$ cat config.mk
export PLATFORM = sky130hd
export DESIGN_NAME = fazyrv_spm_addr_flat
export DESIGN_NICKNAME = d
export VERILOG_FILES = /design/src/rtl/fazyrv_spm_addr_if.sv /design/src/rtl/fazyrv_spm_addr.sv /design/src/flat_wrapper.sv
export SDC_FILE = /design/constraint.sdc
export NUM_CORES = 1
export LEC_CHECK = 0
export ABC_AREA = 1
export BUFFER_PORTS_ARGS = -buffer_cell sky130_fd_sc_hd__buf_2
export CORE_ASPECT_RATIO = 1.4
export CORE_MARGIN = 4
export CORE_UTILIZATION = 48
export DETAILED_ROUTE_END_ITERATION = 8
export PLACE_DENSITY_LB_ADDON = 0.05
export SYNTH_ARGS = -nofsm -noshare
export SYNTH_HDL_FRONTEND = slang
export SYNTH_SLANG_ARGS = --single-unit
$ cat constraint.sdc
create_clock -name clk_i -period 1.9 [get_ports clk_i]
set_clock_uncertainty 0.1 [all_clocks]
set_input_delay 0.095 -clock clk_i [delete_from_list [all_inputs] [get_ports clk_i]]
set_output_delay 0.095 -clock clk_i [all_outputs]
set_load 0.02 [all_outputs]
$ cat src/rtl/fazyrv_spm_addr_if.sv
// Request/data bundle of the chunked address scratchpad. The slave modport is
// the scratchpad itself, and the master modport is the core that drives it.
interface fazyrv_spm_addr_if #(
    parameter int BWIDTH = 8,
    parameter int WIDTH  = 32
);
    localparam int NCH = WIDTH / BWIDTH;
    localparam int CW  = (NCH > 1) ? $clog2(NCH) : 1;

    logic              clr_i;
    logic              ld_i;
    logic [WIDTH-1:0]  par_i;
    logic              shft_i;
    logic              rot_i;
    logic              inc_i;
    logic [BWIDTH-1:0] ser_i;
    logic [BWIDTH-1:0] ser_o;
    logic [WIDTH-1:0]  par_o;
    logic [CW-1:0]     cnt_o;
    logic              done_o;
    logic              ovf_o;

    modport slave (
        input  clr_i, ld_i, par_i, shft_i, rot_i, inc_i, ser_i,
        output ser_o, par_o, cnt_o, done_o, ovf_o
    );

    modport master (
        output clr_i, ld_i, par_i, shft_i, rot_i, inc_i, ser_i,
        input  ser_o, par_o, cnt_o, done_o, ovf_o
    );
endinterface

$ cat src/rtl/fazyrv_spm_addr.sv
// Address scratchpad that shifts the register by BWIDTH-bit chunks, LSB chunk first.
// It supports serial fill, rotate, and a serial constant increment (for example PC+4).
module fazyrv_spm_addr #(
    parameter int               BWIDTH  = 8,
    parameter int               WIDTH   = 32,
    parameter logic [WIDTH-1:0] INC_VAL = WIDTH'(4)
) (
    input  logic                      clk_i,
    input  logic                      rst_in,
    fazyrv_spm_addr_if.slave          bus
);
    localparam int NCH = WIDTH / BWIDTH;
    localparam int CW  = (NCH > 1) ? $clog2(NCH) : 1;
    localparam int AW  = (WIDTH > 1) ? $clog2(WIDTH) : 1;

    logic [WIDTH-1:0]  reg_q, reg_d;
    logic [CW-1:0]     cnt_q, cnt_d;
    logic              carry_q, carry_d;
    logic              done_q, done_d;
    logic              ovf_q, ovf_d;

    logic              last_s;
    logic              cin_s;
    logic [AW-1:0]     base_s;
    logic [BWIDTH-1:0] inc_chunk_s;
    logic [BWIDTH:0]   sum_s;
    logic [BWIDTH-1:0] new_chunk_s;
    logic [WIDTH-1:0]  shifted_s;

    // Next-state logic: clear beats load, and load beats shift.
    always_comb begin
        reg_d       = reg_q;
        cnt_d       = cnt_q;
        carry_d     = carry_q;
        done_d      = 1'b0;
        ovf_d       = ovf_q;
        last_s      = (cnt_q == CW'(NCH - 1));
        cin_s       = (cnt_q == CW'(0)) ? 1'b0 : carry_q;
        base_s      = AW'(cnt_q) * AW'(BWIDTH);
        inc_chunk_s = INC_VAL[base_s +: BWIDTH];
        sum_s       = {1'b0, reg_q[BWIDTH-1:0]} + {1'b0, inc_chunk_s} + (BWIDTH+1)'(cin_s);
        new_chunk_s = bus.ser_i;
        shifted_s   = reg_q >> BWIDTH;

        if (bus.clr_i) begin
            reg_d   = '0;
            cnt_d   = '0;
            carry_d = 1'b0;
            ovf_d   = 1'b0;
        end else if (bus.ld_i) begin
            reg_d   = bus.par_i;
            cnt_d   = '0;
            carry_d = 1'b0;
            ovf_d   = 1'b0;
        end else if (bus.shft_i) begin
            // A new word drops the previous overflow unless this shift also ends the word.
            if ((cnt_q == CW'(0)) && !last_s) begin
                ovf_d = 1'b0;
            end else begin
                ovf_d = ovf_q;
            end

            if (!bus.rot_i) begin
                new_chunk_s = bus.ser_i;
                carry_d     = 1'b0;
            end else if (!bus.inc_i) begin
                new_chunk_s = reg_q[BWIDTH-1:0];
                carry_d     = 1'b0;
            end else begin
                new_chunk_s = sum_s[BWIDTH-1:0];
                if (last_s) begin
                    carry_d = 1'b0;
                    ovf_d   = sum_s[BWIDTH];
                end else begin
                    carry_d = sum_s[BWIDTH];
                end
            end

            reg_d  = shifted_s | (WIDTH'(new_chunk_s) << (WIDTH - BWIDTH));
            cnt_d  = last_s ? CW'(0) : cnt_q + CW'(1);
            done_d = last_s;
        end else begin
            reg_d = reg_q;
        end
    end

    // State register.
    always_ff @(posedge clk_i or negedge rst_in) begin
        if (!rst_in) begin
            reg_q   <= '0;
            cnt_q   <= '0;
            carry_q <= 1'b0;
            done_q  <= 1'b0;
            ovf_q   <= 1'b0;
        end else begin
            reg_q   <= reg_d;
            cnt_q   <= cnt_d;
            carry_q <= carry_d;
            done_q  <= done_d;
            ovf_q   <= ovf_d;
        end
    end

    assign bus.ser_o  = reg_q[BWIDTH-1:0];
    assign bus.par_o  = reg_q;
    assign bus.cnt_o  = cnt_q;
    assign bus.done_o = done_q;
    assign bus.ovf_o  = ovf_q;
endmodule

$ cat src/flat_wrapper.sv
// flat-port wrapper written by rule: the top's interface ports become plain ports
module fazyrv_spm_addr_flat 
#(
    parameter int               BWIDTH  = 8,
    parameter int               WIDTH   = 32,
    parameter logic [WIDTH-1:0] INC_VAL = WIDTH'(4)
)
  (clk_i, rst_in, bus_clr_i, bus_ld_i, bus_par_i, bus_shft_i, bus_rot_i, bus_inc_i, bus_ser_i, bus_ser_o, bus_par_o, bus_cnt_o, bus_done_o, bus_ovf_o);
  fazyrv_spm_addr_if #(.BWIDTH(BWIDTH), .WIDTH(WIDTH)) bus_i ();
  input  logic clk_i;
  input  logic rst_in;
  input wire logic [$bits(bus_i.clr_i)-1:0] bus_clr_i;
  input wire logic [$bits(bus_i.ld_i)-1:0] bus_ld_i;
  input wire logic [$bits(bus_i.par_i)-1:0] bus_par_i;
  input wire logic [$bits(bus_i.shft_i)-1:0] bus_shft_i;
  input wire logic [$bits(bus_i.rot_i)-1:0] bus_rot_i;
  input wire logic [$bits(bus_i.inc_i)-1:0] bus_inc_i;
  input wire logic [$bits(bus_i.ser_i)-1:0] bus_ser_i;
  output wire logic [$bits(bus_i.ser_o)-1:0] bus_ser_o;
  output wire logic [$bits(bus_i.par_o)-1:0] bus_par_o;
  output wire logic [$bits(bus_i.cnt_o)-1:0] bus_cnt_o;
  output wire logic [$bits(bus_i.done_o)-1:0] bus_done_o;
  output wire logic [$bits(bus_i.ovf_o)-1:0] bus_ovf_o;
  assign bus_i.clr_i = bus_clr_i;
  assign bus_i.ld_i = bus_ld_i;
  assign bus_i.par_i = bus_par_i;
  assign bus_i.shft_i = bus_shft_i;
  assign bus_i.rot_i = bus_rot_i;
  assign bus_i.inc_i = bus_inc_i;
  assign bus_i.ser_i = bus_ser_i;
  assign bus_ser_o = bus_i.ser_o;
  assign bus_par_o = bus_i.par_o;
  assign bus_cnt_o = bus_i.cnt_o;
  assign bus_done_o = bus_i.done_o;
  assign bus_ovf_o = bus_i.ovf_o;
  fazyrv_spm_addr #(.BWIDTH(BWIDTH), .WIDTH(WIDTH), .INC_VAL(INC_VAL)) u_core (.clk_i(clk_i), .rst_in(rst_in), .bus(bus_i));
endmodule
# After elaboration in Yosys (flattened, before gate mapping)
# Cells that the tools add are included.
# word_totals
inputBits	47
ff_bits	37
# classes
eq_ne	1
n_addsub	3
shift	1
bitwise_logic	1
muxes	29
n_reduce_logical	4
# op_table
cell	n
$mux 32	3
$mux 8	5
$or 24x32->32	1
$shiftx 32x6->8 const A	1
$mux 1	17
$add 8x8->9	1
$add 9x1->9	1
$mux 2	4
$reduce_bool 3->1	1
$add 2x1->2 const B	1
$eq 2x2->1 const B	1
$logic_not 2->1	1
$logic_and 1x1->1	1
$logic_not 1->1	1

# Longest topological paths before layout
# Gate-level depths: netlist (run 1).
# depth
ltp_word	12
depth_mapped	13
mapped_depth_nobuf	13

# Worst setup path before layout (run 1)
# OpenSTA, ideal clock, no wires.
# synth_timing
kind	reg-to-reg
start	reg u_core.cnt_q[0] (netlist: u_core.bus.cnt_o[0])
end	reg u_core.reg_q[28] (netlist: u_core.bus.par_o[28])
path_stages_with_launch	13
required_time_ps	1684
path_slack_ps	-9
arrival_time_ps	1693
path_buffers	0
cell_sequence	dfrtp_1 inv_1 ha_1 nor2_1 ha_1 ha_1 nand2_1 nand2_1 nand2_1 o21ai_0 nand2_1 nand2_1 nand2_1
# synth_via
elab_chain_cells	12
word_cells_on_any_way	14
# synth_rtl
element	line	source
from (decl)	fazyrv_spm_addr.sv:17	logic [CW-1:0] cnt_q, cnt_d;
from (signal assigned)	fazyrv_spm_addr.sv:97	cnt_q <= cnt_d;
$shiftx 32x6->8 / $logic_not 2->1 (equally long branches)	fazyrv_spm_addr.sv:40, fazyrv_spm_addr.sv:38	
$add 8x8->9 / $mux 1 (equally long branches)	fazyrv_spm_addr.sv:41, fazyrv_spm_addr.sv:38	
$add 9x1->9 *	fazyrv_spm_addr.sv:41	sum_s = {1'b0, reg_q[BWIDTH-1:0]} + {1'b0, inc_chunk_s} + (BWIDTH+1)'(cin_s);
$mux 8 *	fazyrv_spm_addr.sv:66	end else if (!bus.inc_i) begin
$mux 8 *	fazyrv_spm_addr.sv:63	if (!bus.rot_i) begin
$mux 8 *	fazyrv_spm_addr.sv:55	end else if (bus.shft_i) begin
$mux 8 *	fazyrv_spm_addr.sv:50	end else if (bus.ld_i) begin
$mux 8 *	fazyrv_spm_addr.sv:45	if (bus.clr_i) begin
$or 24x32->32 *	fazyrv_spm_addr.sv:79	reg_d = shifted_s | (WIDTH'(new_chunk_s) << (WIDTH - BWIDTH));
$mux 32 *	fazyrv_spm_addr.sv:55	
$mux 32 *	fazyrv_spm_addr.sv:50	
$mux 32 *	fazyrv_spm_addr.sv:45	
to (signal assigned)	fazyrv_spm_addr.sv:96	reg_q <= reg_d;
to (decl)	fazyrv_spm_addr.sv:16	logic [WIDTH-1:0] reg_q, reg_d;
# Every way passes the cells marked *; elsewhere a longest branch is shown, timed or not. The select of a mux whose other input is x is not followed.
# A chain may end at the register's enable or synchronous reset.

# Final worst setup path (run 1)
# Same ends and word-level chain as after synthesis.

==> impl_metrics.toml, run 1 <==
[finish]
multi_input_area_um2 = 1110
drive_gt1_share_pct = 39.5
n_antenna_cell = 0
nets = 408
area_growth_pct = 28.4
regArea_um2 = 927
nFillCells = 430

[power]
ir_worst_vdd_uv = 339
leakagePower_uw = 0.00152
pwr_density_cell_nw_per_um2 = 657
total_power_uw = 1890

[place]
port-buffer-count = 90
hpwl_um = 4410
gp_congestion = 0.843
post-place-ws_ns = 0.0189

[logic_synthesis]
yosysSeqAreaShare_pct = 41.4
synthAdderAreaFrac_pct = 3.36
yosysTopAreaCell = "dfrtp_1"
syn_inst = 264
synth_flop_cell = "dfrtp_1"
synth_xor_area_share_pct = 0
synth_top_family_by_area = "compound AO/OA/AOI/OAI gates"
muxShareOfSynthArea_pct = 7.16
async_flop_share_pct = 100
syn_area_um2 = 2240
yosys_warnings = 0
synth-simple-area-share_pct = 17.7
ys_seq_elements = 37
synth_top_area_share_pct = 41.4
ys_top_cells_by_count = "nand2_1, dfrtp_1, o21ai_0, inv_1, mux2i_1"
synth_compound_area_share_pct = 18.8
syn-num-nets = 317
synth.most_common_cell = "nand2_1"
synth_edf_count = 0
synth_area_leaders = "dfrtp_1, nand2_1, mux2i_1"
ys_types = 24
avgSynthCellArea_um2 = 8.47

[job]
max-cap-violations = 0

[die]
std_cell_rows = 29
initial_core_util_pct = 49.3
die_h_um = 88.8
core_area_um2 = 4540
dieWidth_um = 65.7
die_area_um2 = 5830
io_pins = 91

[routing]
drtIter0Drc = 156
num_vias = 2083
vias_per_cell = 5.01
ant_nets = 0
post_drt_wl_per_cell_um = 14.3
routed_wirelength_um = 5970
drtPass1Iterations = 4
drc = 0

[clock_network]
clockBufferDepth = 2
cts.clk_slew.worst_paths_ns = 0.07
root_buffer = "clkbuf_8"
cts-htree-levels = 2
cts_buffers = 5
cts.sinks = 37
cts_tree = "yes"
clk_latency_ns = 0.28

[timing]
slew_viol_final = 0
worstMarginPinSlew_ns = 0.708
period_needed_ns = 1.77
holdWs_ns = 0.00787
fmax_mhz = 565
final_hold_viol_count = 0
slew_headroom_pct = 52.8
setup_viol = 0
finalCritPeriodShare_pct = 93.2
setup_slack_ns = 0.129
finalSetupTns_ns = 0

[min_path]
hp-class = "in2reg"
whs_endpoint = "u_core.bus.par_o[5]$_DFFE_PN0P_"
whs_path_depth = 3
min-delay-start = "bus_par_i[5]"

[critical_path]
reg2regPathDepth = 13
startpoint_type = "flop"
crit_path_max_fanout = 4
ff2ff_setup_slack_ns = 0.13
r2r-end = "u_core.bus.par_o[28]$_DFFE_PN0P_"
r2r-start = "u_core.bus.cnt_o[0]$_DFFE_PN0P_"
worstSetupEndpointType = "flop"
required_ns = 1.98
crit_arrival_ns = 1.85
critical_path_class = "reg2reg"

[global_routing]
grt_pass1_wl_um = 9520
track_usage_pct = 21.2
antenna_found_initial = 0
grt_pass1_vias = 2063
grt-ovfl-total = 0
grt_start_max_net_pins = 32

[run_status]
status = "completed"
routing by layer:
layer | global-route usage [%] | wire (um)
met1 | 26.5 | 2510
met2 | 36.6 | 3130
met3 | 4.70 | 293
met4 | 6.04 | 40
met5 | 0 | 0
layout make-up:
| class | instances | area share [%] |
|---|---|---|
| clock inverter | 1 | 0.174 |
| sequential | 37 | 32.3 |
| clock buffer | 5 | 2.40 |
| timing repair buffer | 104 | 20.1 |
| tap | 62 | 2.70 |
| inverter | 28 | 3.75 |
| multi-input combinational | 179 | 38.6 |
per-stage QoR:
stage	std cells	area [um2]	utilization, %
detailed placement	404	2690	59.3
global route	416	2870	63.3
floorplan	264	2240	-
finish	416	2870	63.3
global placement	404	2690	59.3
CTS	414	2800	61.8
critical path, stage by stage, from the launching register on:
cell	delay [ns]
dfrtp_2	0.41
inv_1	0.11
ha_4	0.16
nor2_4	0.04
ha_4	0.16
ha_4	0.16
nand2_2	0.06
nand2_2	0.08
nand2_1	0.10
a21oi_2	0.06
o21ai_1	0.08
nand2_1	0.06
nand2_1	0.05
nand2_1	0.04
flip-flops by register name, indices dropped and copies added, names as in the netlist:
register           count
u_core.bus.cnt_o       2
u_core.bus.done_o      1
u_core.bus.ovf_o       1
u_core.bus.par_o      32
u_core.carry_q         1
power breakdown:
part | switching, uW | leakage, uW | total, uW | internal (uW)
combinational | 301 | 0.000991 | 491 | 190
sequential | 52.0 | 0.000487 | 895 | 843
clock | 261 | 0.0000399 | 502 | 241
how the worst max path moves through the flow:
stage                                          from                               end  depth (start not counted)
floorplan           u_core.bus.cnt_o[1]$_DFFE_PN0P_  u_core.bus.par_o[28]$_DFFE_PN0P_                         12
global placement    u_core.bus.cnt_o[0]$_DFFE_PN0P_  u_core.bus.par_o[28]$_DFFE_PN0P_                         13
detailed placement  u_core.bus.cnt_o[1]$_DFFE_PN0P_  u_core.bus.par_o[30]$_DFFE_PN0P_                         12
CTS                 u_core.bus.cnt_o[1]$_DFFE_PN0P_      u_core.bus.ovf_o$_DFFE_PN0P_                         11
global route        u_core.bus.cnt_o[0]$_DFFE_PN0P_  u_core.bus.par_o[28]$_DFFE_PN0P_                         13
finish              u_core.bus.cnt_o[0]$_DFFE_PN0P_  u_core.bus.par_o[28]$_DFFE_PN0P_                         13
logic make-up (layout without fill, tap and decap cells):
group	Yosys count	count (layout)
compound gates	61	61
fa+ha+maj	6	6
buf+inv	48	138
mux	16	16
flops	37	37
simple gates	96	96
cell usage in the layout (no fill, tap or decap), drive strengths merged:
cell | synthesis | final
buf | 18 | 100
nand2 | 65 | 65
dfrtp | 37 | 37
o21ai | 35 | 35
inv | 28 | 28
nor2 | 18 | 18
mux2i | 16 | 16
o22ai | 12 | 12
a21oi | 11 | 11
nand3 | 9 | 9
ha | 6 | 6
clkbuf | 2 | 5
dlygate4sd3 | 0 | 4
nand4 | 2 | 2
nor3 | 2 | 2
o211ai | 2 | 2
o21bai | 1 | 1
clkinv | 0 | 1
repair_timing:
action | CTS | global route
setup endpoints to repair | 0 | 10
setup buffers | 0 | 2
hold buffers | 4 | 0
gates resized for setup | 0 | 14
hold endpoints to repair | 33 | 0
Power figures use the tool's default switching activity.
==> run 2: changes to the inputs <==
--- a/config.mk
+++ b/config.mk
@@ -6,11 +6,13 @@
 export NUM_CORES = 1
 export LEC_CHECK = 0
 export ABC_AREA = 1
-export BUFFER_PORTS_ARGS = -buffer_cell sky130_fd_sc_hd__buf_2
+export CELL_PAD_IN_SITES_DETAIL_PLACEMENT = 0
+export CELL_PAD_IN_SITES_GLOBAL_PLACEMENT = 1
 export CORE_ASPECT_RATIO = 1.4
 export CORE_MARGIN = 4
-export CORE_UTILIZATION = 48
+export CORE_UTILIZATION = 45
 export DETAILED_ROUTE_END_ITERATION = 8
+export DONT_BUFFER_PORTS = 1
 export PLACE_DENSITY_LB_ADDON = 0.05
 export SYNTH_ARGS = -nofsm -noshare
 export SYNTH_HDL_FRONTEND = slang
==> run 2 against run 1 <==
The flow now finishes with violations (negative hold slack). Register-to-register slack lost 0.03 ns. Worst hold slack got worse by 0.038 ns. Fmax shrank 1.5%. Combinational power shrank 14%. Critical endpoint unchanged. Largest cell class unchanged. Highest routed layer unchanged.
==> impl_metrics.toml, run 2 (same netlist as run 1, synthesis figures left out) <==
[timing]
setup_viol = 0
slew_viol_final = 0
final_hold_viol_count = 2
finalCritPeriodShare_pct = 94.6
slew_headroom_pct = 56.9
setup_slack_ns = 0.102
holdWs_ns = -0.0298
rsz0062_at_grt = "yes"
worstMarginPinSlew_ns = 0.645
period_needed_ns = 1.80
fmax_mhz = 556

[power]
total_power_uw = 1920
leakagePower_uw = 0.00133
pwr_density_cell_nw_per_um2 = 661
ir_worst_vdd_uv = 440

[place]
gp_congestion = 0.739
dpl-instance-area_um2 = 2270
dp.cells = 322
post-place-ws_ns = -0.0198
hpwl_um = 4320
port-buffer-count = 0

[critical_path]
crit_slowest_cell = "dfrtp_2"
critical_path_class = "reg2reg"
reg2regPathDepth = 13
crit_path_max_fanout = 4
ff2ff_setup_slack_ns = 0.10
required_ns = 1.98
crit_family = "adder cells"
r2r-start = "u_core.bus.cnt_o[0]$_DFFE_PN0P_"
worstSetupEndpointType = "flop"
crit_arrival_ns = 1.88
critPathBufInv = 1
cp_cell_sequence = "inv_1 > ha_4 > nor2_4 > ha_4 > ha_4 > nand2_4 > nand2_4 > nand2_2 > a21oi_1 > o21ai_1 > nand2_1 > nand2_1 > nand2_1"
cp_slowest_stage_delay_ns = 0.41
r2r-end = "u_core.bus.par_o[28]$_DFFE_PN0P_"
startpoint_type = "flop"

[run_status]
violations = "negative hold slack"
status = "finished with violations"

[global_routing]
track_usage_pct = 22.4
antenna_found_initial = 0
grt_pass1_wl_um = 10400
grt-ovfl-total = 0
grt_pass1_vias = 2045
grt_start_max_net_pins = 38

[die]
core_area_um2 = 4840
dieWidth_um = 67.6
die_h_um = 91.4
std_cell_rows = 30
initial_core_util_pct = 46.2
die_area_um2 = 6180
io_pins = 91

[finish]
nets = 364
n_antenna_cell = 0
final_area_um2 = 2910
largest_reg_flops = 32
instances_no_fill = 376
drive_gt1_share_pct = 18.6
final_common_cell = "nand2_1"
area_growth_pct = 29.9
final_cell_mix = "nand2_1, dlygate4sd3_1, dfrtp_1"

[clock_network]
root_buffer = "clkbuf_8"
cts_buffers = 5
cts.clk_slew.worst_paths_ns = 0.08
cts-htree-levels = 2
clk_latency_ns = 0.29
cts_tree = "yes"
clockBufferDepth = 2
cts.sinks = 37

[routing]
drc = 0
drtPass1Iterations = 4
post_drt_wl_per_cell_um = 17.4
vias_per_cell = 5.15
ant_nets = 0
num_vias = 1937
drtIter0Drc = 120
routed_wirelength_um = 6530

[min_path]
whs_path_depth = 3
hp-class = "in2reg"
min-delay-start = "bus_rot_i"
whs_endpoint = "u_core.bus.ovf_o$_DFFE_PN0P_"

[job]
max-cap-violations = 0
## run 2: cell types whose count changed in the layout (fill, tap and decap cells not counted), moves of 2 or more
cell	previous run	this run
buf_2	90	0
dlygate4sd3_1	4	42
buf_4	9	16
clkbuf_1	0	3
nand2_4	0	2
## run 2: layout make-up
class / instances / area (um2)
clock buffer: 8 / 80.1
fill: 467 / 1940
inverter: 28 / 108
multi-input combinational: 179 / 1130
sequential: 37 / 927
tap: 64 / 80.1
timing repair buffer: 60 / 581
## run 2: report_power, final
group / switching, uW / internal, uW
registers: 106 / 842
clock network: 290 / 261
logic: 236 / 185
total: 633 / 1290
## run 2: tightest hold or removal path, delay by kind of cell
kind,cells,cell delay [ns]
AOI/OAI and AO/OA,1,0.08
and+or+nand+nor,2,0.15
## run 2: worst max-delay path by stage
stage / startpoint / end / slack, ns / cells after the start
after floorplan: u_core.bus.cnt_o[1]$_DFFE_PN0P_ / u_core.bus.par_o[28]$_DFFE_PN0P_ / 0.03 / 12
after global placement: u_core.bus.cnt_o[0]$_DFFE_PN0P_ / u_core.bus.par_o[28]$_DFFE_PN0P_ / 0.04 / 13
after detailed placement: u_core.bus.cnt_o[0]$_DFFE_PN0P_ / u_core.bus.par_o[28]$_DFFE_PN0P_ / -0.02 / 13
after CTS: u_core.bus.cnt_o[0]$_DFFE_PN0P_ / u_core.bus.par_o[28]$_DFFE_PN0P_ / 0.02 / 13
after global routing: u_core.bus.cnt_o[1]$_DFFE_PN0P_ / u_core.bus.par_o[30]$_DFFE_PN0P_ / -0.02 / 12
final: u_core.bus.cnt_o[0]$_DFFE_PN0P_ / u_core.bus.par_o[28]$_DFFE_PN0P_ / 0.10 / 13
## run 2: routing by layer
metal,global-route usage (%),up-vias,routed length [um]
met4,5.08,0,72
met2,37.9,59,3530
li1,-,954,-
met5,0,-,0
met1,28.6,916,2580
met3,4.58,8,353
## run 2: what timing repair did
item / in CTS / in global routing
buffers inserted: 0 / 2
endpoints found under the hold margin: 74 / 0
gates resized for setup: 5 / 13
endpoints found under the setup margin: 1 / 9
hold buffers: 45 / 0
pin swaps: 3 / 5
## run 2: through the flow
stage | util [%] | setup TNS (ns)
after global routing | 60.0 | -0.0186
after floorplan | - | 0
after detailed placement | 46.9 | -0.0198
after global placement | 46.9 | 0
final | 60.0 | 0
after CTS | 58.5 | 0
==> run 3: changes to the inputs <==
--- a/config.mk
+++ b/config.mk
@@ -11,9 +11,11 @@
 export CORE_ASPECT_RATIO = 1.4
 export CORE_MARGIN = 4
 export CORE_UTILIZATION = 45
+export CTS_BUF_LIST = sky130_fd_sc_hd__clkbuf_8 sky130_fd_sc_hd__clkbuf_16
 export DETAILED_ROUTE_END_ITERATION = 8
 export DONT_BUFFER_PORTS = 1
 export PLACE_DENSITY_LB_ADDON = 0.05
 export SYNTH_ARGS = -nofsm -noshare
 export SYNTH_HDL_FRONTEND = slang
 export SYNTH_SLANG_ARGS = --single-unit
+export TNS_END_PERCENT = 10
==> run 3 against run 2 <==
The run still ends with negative hold slack left. Design area did not move. Via count grew 0.41%. Sequential cell count did not move. Core utilization unchanged. Fmax down 0.16%. Register-to-register slack about the same. Routed wire length up 0.34%. Highest routed layer unchanged.
==> impl_metrics.toml, run 3 (same netlist as run 1, synthesis figures left out) <==
[timing]
final_hold_viol_count = 2
fmax_mhz = 555
finalSetupTns_ns = 0
worstMarginPinSlew_ns = 0.645
setup_slack_ns = 0.0992
finalCritPeriodShare_pct = 94.8
period_needed_ns = 1.80
slew_headroom_pct = 56.9
slew_viol_final = 0
rsz0062_at_grt = "yes"
setup_viol = 0
holdWs_ns = -0.0302

[critical_path]
crit_slowest_cell = "dfrtp_2"
reg2regPathDepth = 13
worstSetupEndpointType = "flop"
crit_cells = 13
cp_cell_sequence = "inv_1 > ha_4 > nor2_4 > ha_4 > ha_4 > nand2_4 > nand2_4 > nand2_2 > a21oi_1 > o21ai_1 > nand2_1 > nand2_1 > nand2_1"
critical_path_class = "reg2reg"
crit_start = "u_core.bus.cnt_o[0]$_DFFE_PN0P_"
ff2ff_setup_slack_ns = 0.1
endpoint = "u_core.bus.par_o[28]$_DFFE_PN0P_"
crit_family = "adder cells"
r2r-end = "u_core.bus.par_o[28]$_DFFE_PN0P_"
crit_path_max_fanout = 4
startpoint_type = "flop"
r2r-start = "u_core.bus.cnt_o[0]$_DFFE_PN0P_"
required_ns = 1.98
crit_arrival_ns = 1.88
cp_slowest_stage_delay_ns = 0.41
critPathBufInv = 1

[clock_network]
root_buffer = "clkbuf_8"
clk_latency_ns = 0.29
cts.clk_slew.worst_paths_ns = 0.08
cts_tree = "yes"
clockBufferDepth = 2
cts-htree-levels = 2
cts.sinks = 37
cts_buffers = 5

[die]
die_area_um2 = 6180
core_area_um2 = 4840
std_cell_rows = 30
die_h_um = 91.4
io_pins = 91
initial_core_util_pct = 46.2
dieWidth_um = 67.6

[routing]
routed_wirelength_um = 6550
vias_per_cell = 5.17
post_drt_wl_per_cell_um = 17.4
num_vias = 1945
drtPass1Iterations = 4
drtIter0Drc = 97
drc = 0
ant_nets = 0

[finish]
utilization_pct = 60.0
final_cell_mix = "nand2_1, dlygate4sd3_1, dfrtp_1"
nets = 364
final_common_cell = "nand2_1"
drive_gt1_share_pct = 18.6
n_antenna_cell = 0
area_growth_pct = 29.9
largest_reg_flops = 32

[global_routing]
track_usage_pct = 22.5
grt-ovfl-total = 0
met1_usage_pct = 28.9
grt_pass1_wl_um = 10400
grt_pass1_vias = 2038
antenna_found_initial = 0
grtUsageMet2_pct = 37.8
grt_start_max_net_pins = 38
busiest_layer = "met2"
met3_usage_pct = 4.58

[power]
p_int_uw = 1270
leakagePower_uw = 0.00134
switchingPower_uw = 636
combPwrFrac_pct = 22.1
total_power_uw = 1910
pwr_density_cell_nw_per_um2 = 657
seqPwrFrac_pct = 49.7
pwr-share-clk_pct = 28.2
p_sw_share_pct = 33.3
ir_worst_vdd_uv = 443

[place]
port-buffer-count = 0
gp_congestion = 0.739
post-place-ws_ns = -0.0198
hpwl_um = 4320

[run_status]
status = "finished with violations"
violations = "negative hold slack"

[job]
max-cap-violations = 0

[min_path]
hp-class = "in2reg"
[run 3: layer usage]
metal,vias to the layer above,share of wire (%)
li1,952,-
met5,-,0
met4,0,1.1
met1,927,40
met3,6,5.2
met2,60,54
[run 3: worst min-delay path: cells and delay by family]
family           cells  cell delay [ns]
AO/OA/AOI/OAI        1             0.08
AND/OR/NAND/NOR      2             0.15
[run 3: what timing repair did]
| action | in CTS | in global routing |
|---|---|---|
| setup endpoints to repair | 1 | 9 |
| endpoints found under the hold margin | 74 | 0 |
| setup buffers | 0 | 2 |
| pin swaps | 3 | 5 |
| resized for setup | 5 | 13 |
| hold buffers | 45 | 0 |
[run 3: worst min path at each step]
| stage | startpoint | endpoint | slack [ns] | cells past startpoint |
|---|---|---|---|---|
| finish | bus_rot_i | u_core.bus.ovf_o$_DFFE_PN0P_ | -0.03 | 3 |
| global placement | rst_in | u_core.bus.done_o$_DFF_PN0_ | -0.30 | 0 |
| floorplan | rst_in | u_core.bus.cnt_o[0]$_DFFE_PN0P_ | -0.30 | 0 |
| CTS | bus_ser_i[1] | u_core.bus.par_o[25]$_DFFE_PN0P_ | 0.0004 | 4 |
| detailed placement | rst_in | u_core.bus.done_o$_DFF_PN0_ | -0.30 | 0 |
| global route | bus_ld_i | u_core.bus.par_o[27]$_DFFE_PN0P_ | 0.008 | 4 |
[run 3: stage by stage]
step	instances	instance area, um2	hold WS (ns)
floorplan	264	2240	-0.301
global placement	322	2270	-0.300
detailed placement	322	2270	-0.300
CTS	375	2830	0.000412
global route	376	2910	0.00750
finish	376	2910	-0.0302
[run 3: layout make-up]
type | instances | area, um2
inverters | 28 | 108
repair buffers | 60 | 581
clock buffers | 5 | 68.8
fillers | 467 | 1940
multi-input cells | 179 | 1130
flip-flops and latches | 37 | 927
clock inverters | 3 | 11.3
well taps | 64 | 80.1
[run 3: power groups by stage]
| stage | sequential [uW] | clock [uW] | combinational, uW |
|---|---|---|---|
| 3_5_place_dp | 963 | 0 | 297 |
| 4_1_cts | 947 | 545 | 410 |
| 3_3_place_gp | 962 | 0 | 295 |
| 2_1_floorplan | 970 | 0 | 242 |
| 5_1_grt | 958 | 584 | 466 |
| 6_report | 949 | 538 | 421 |
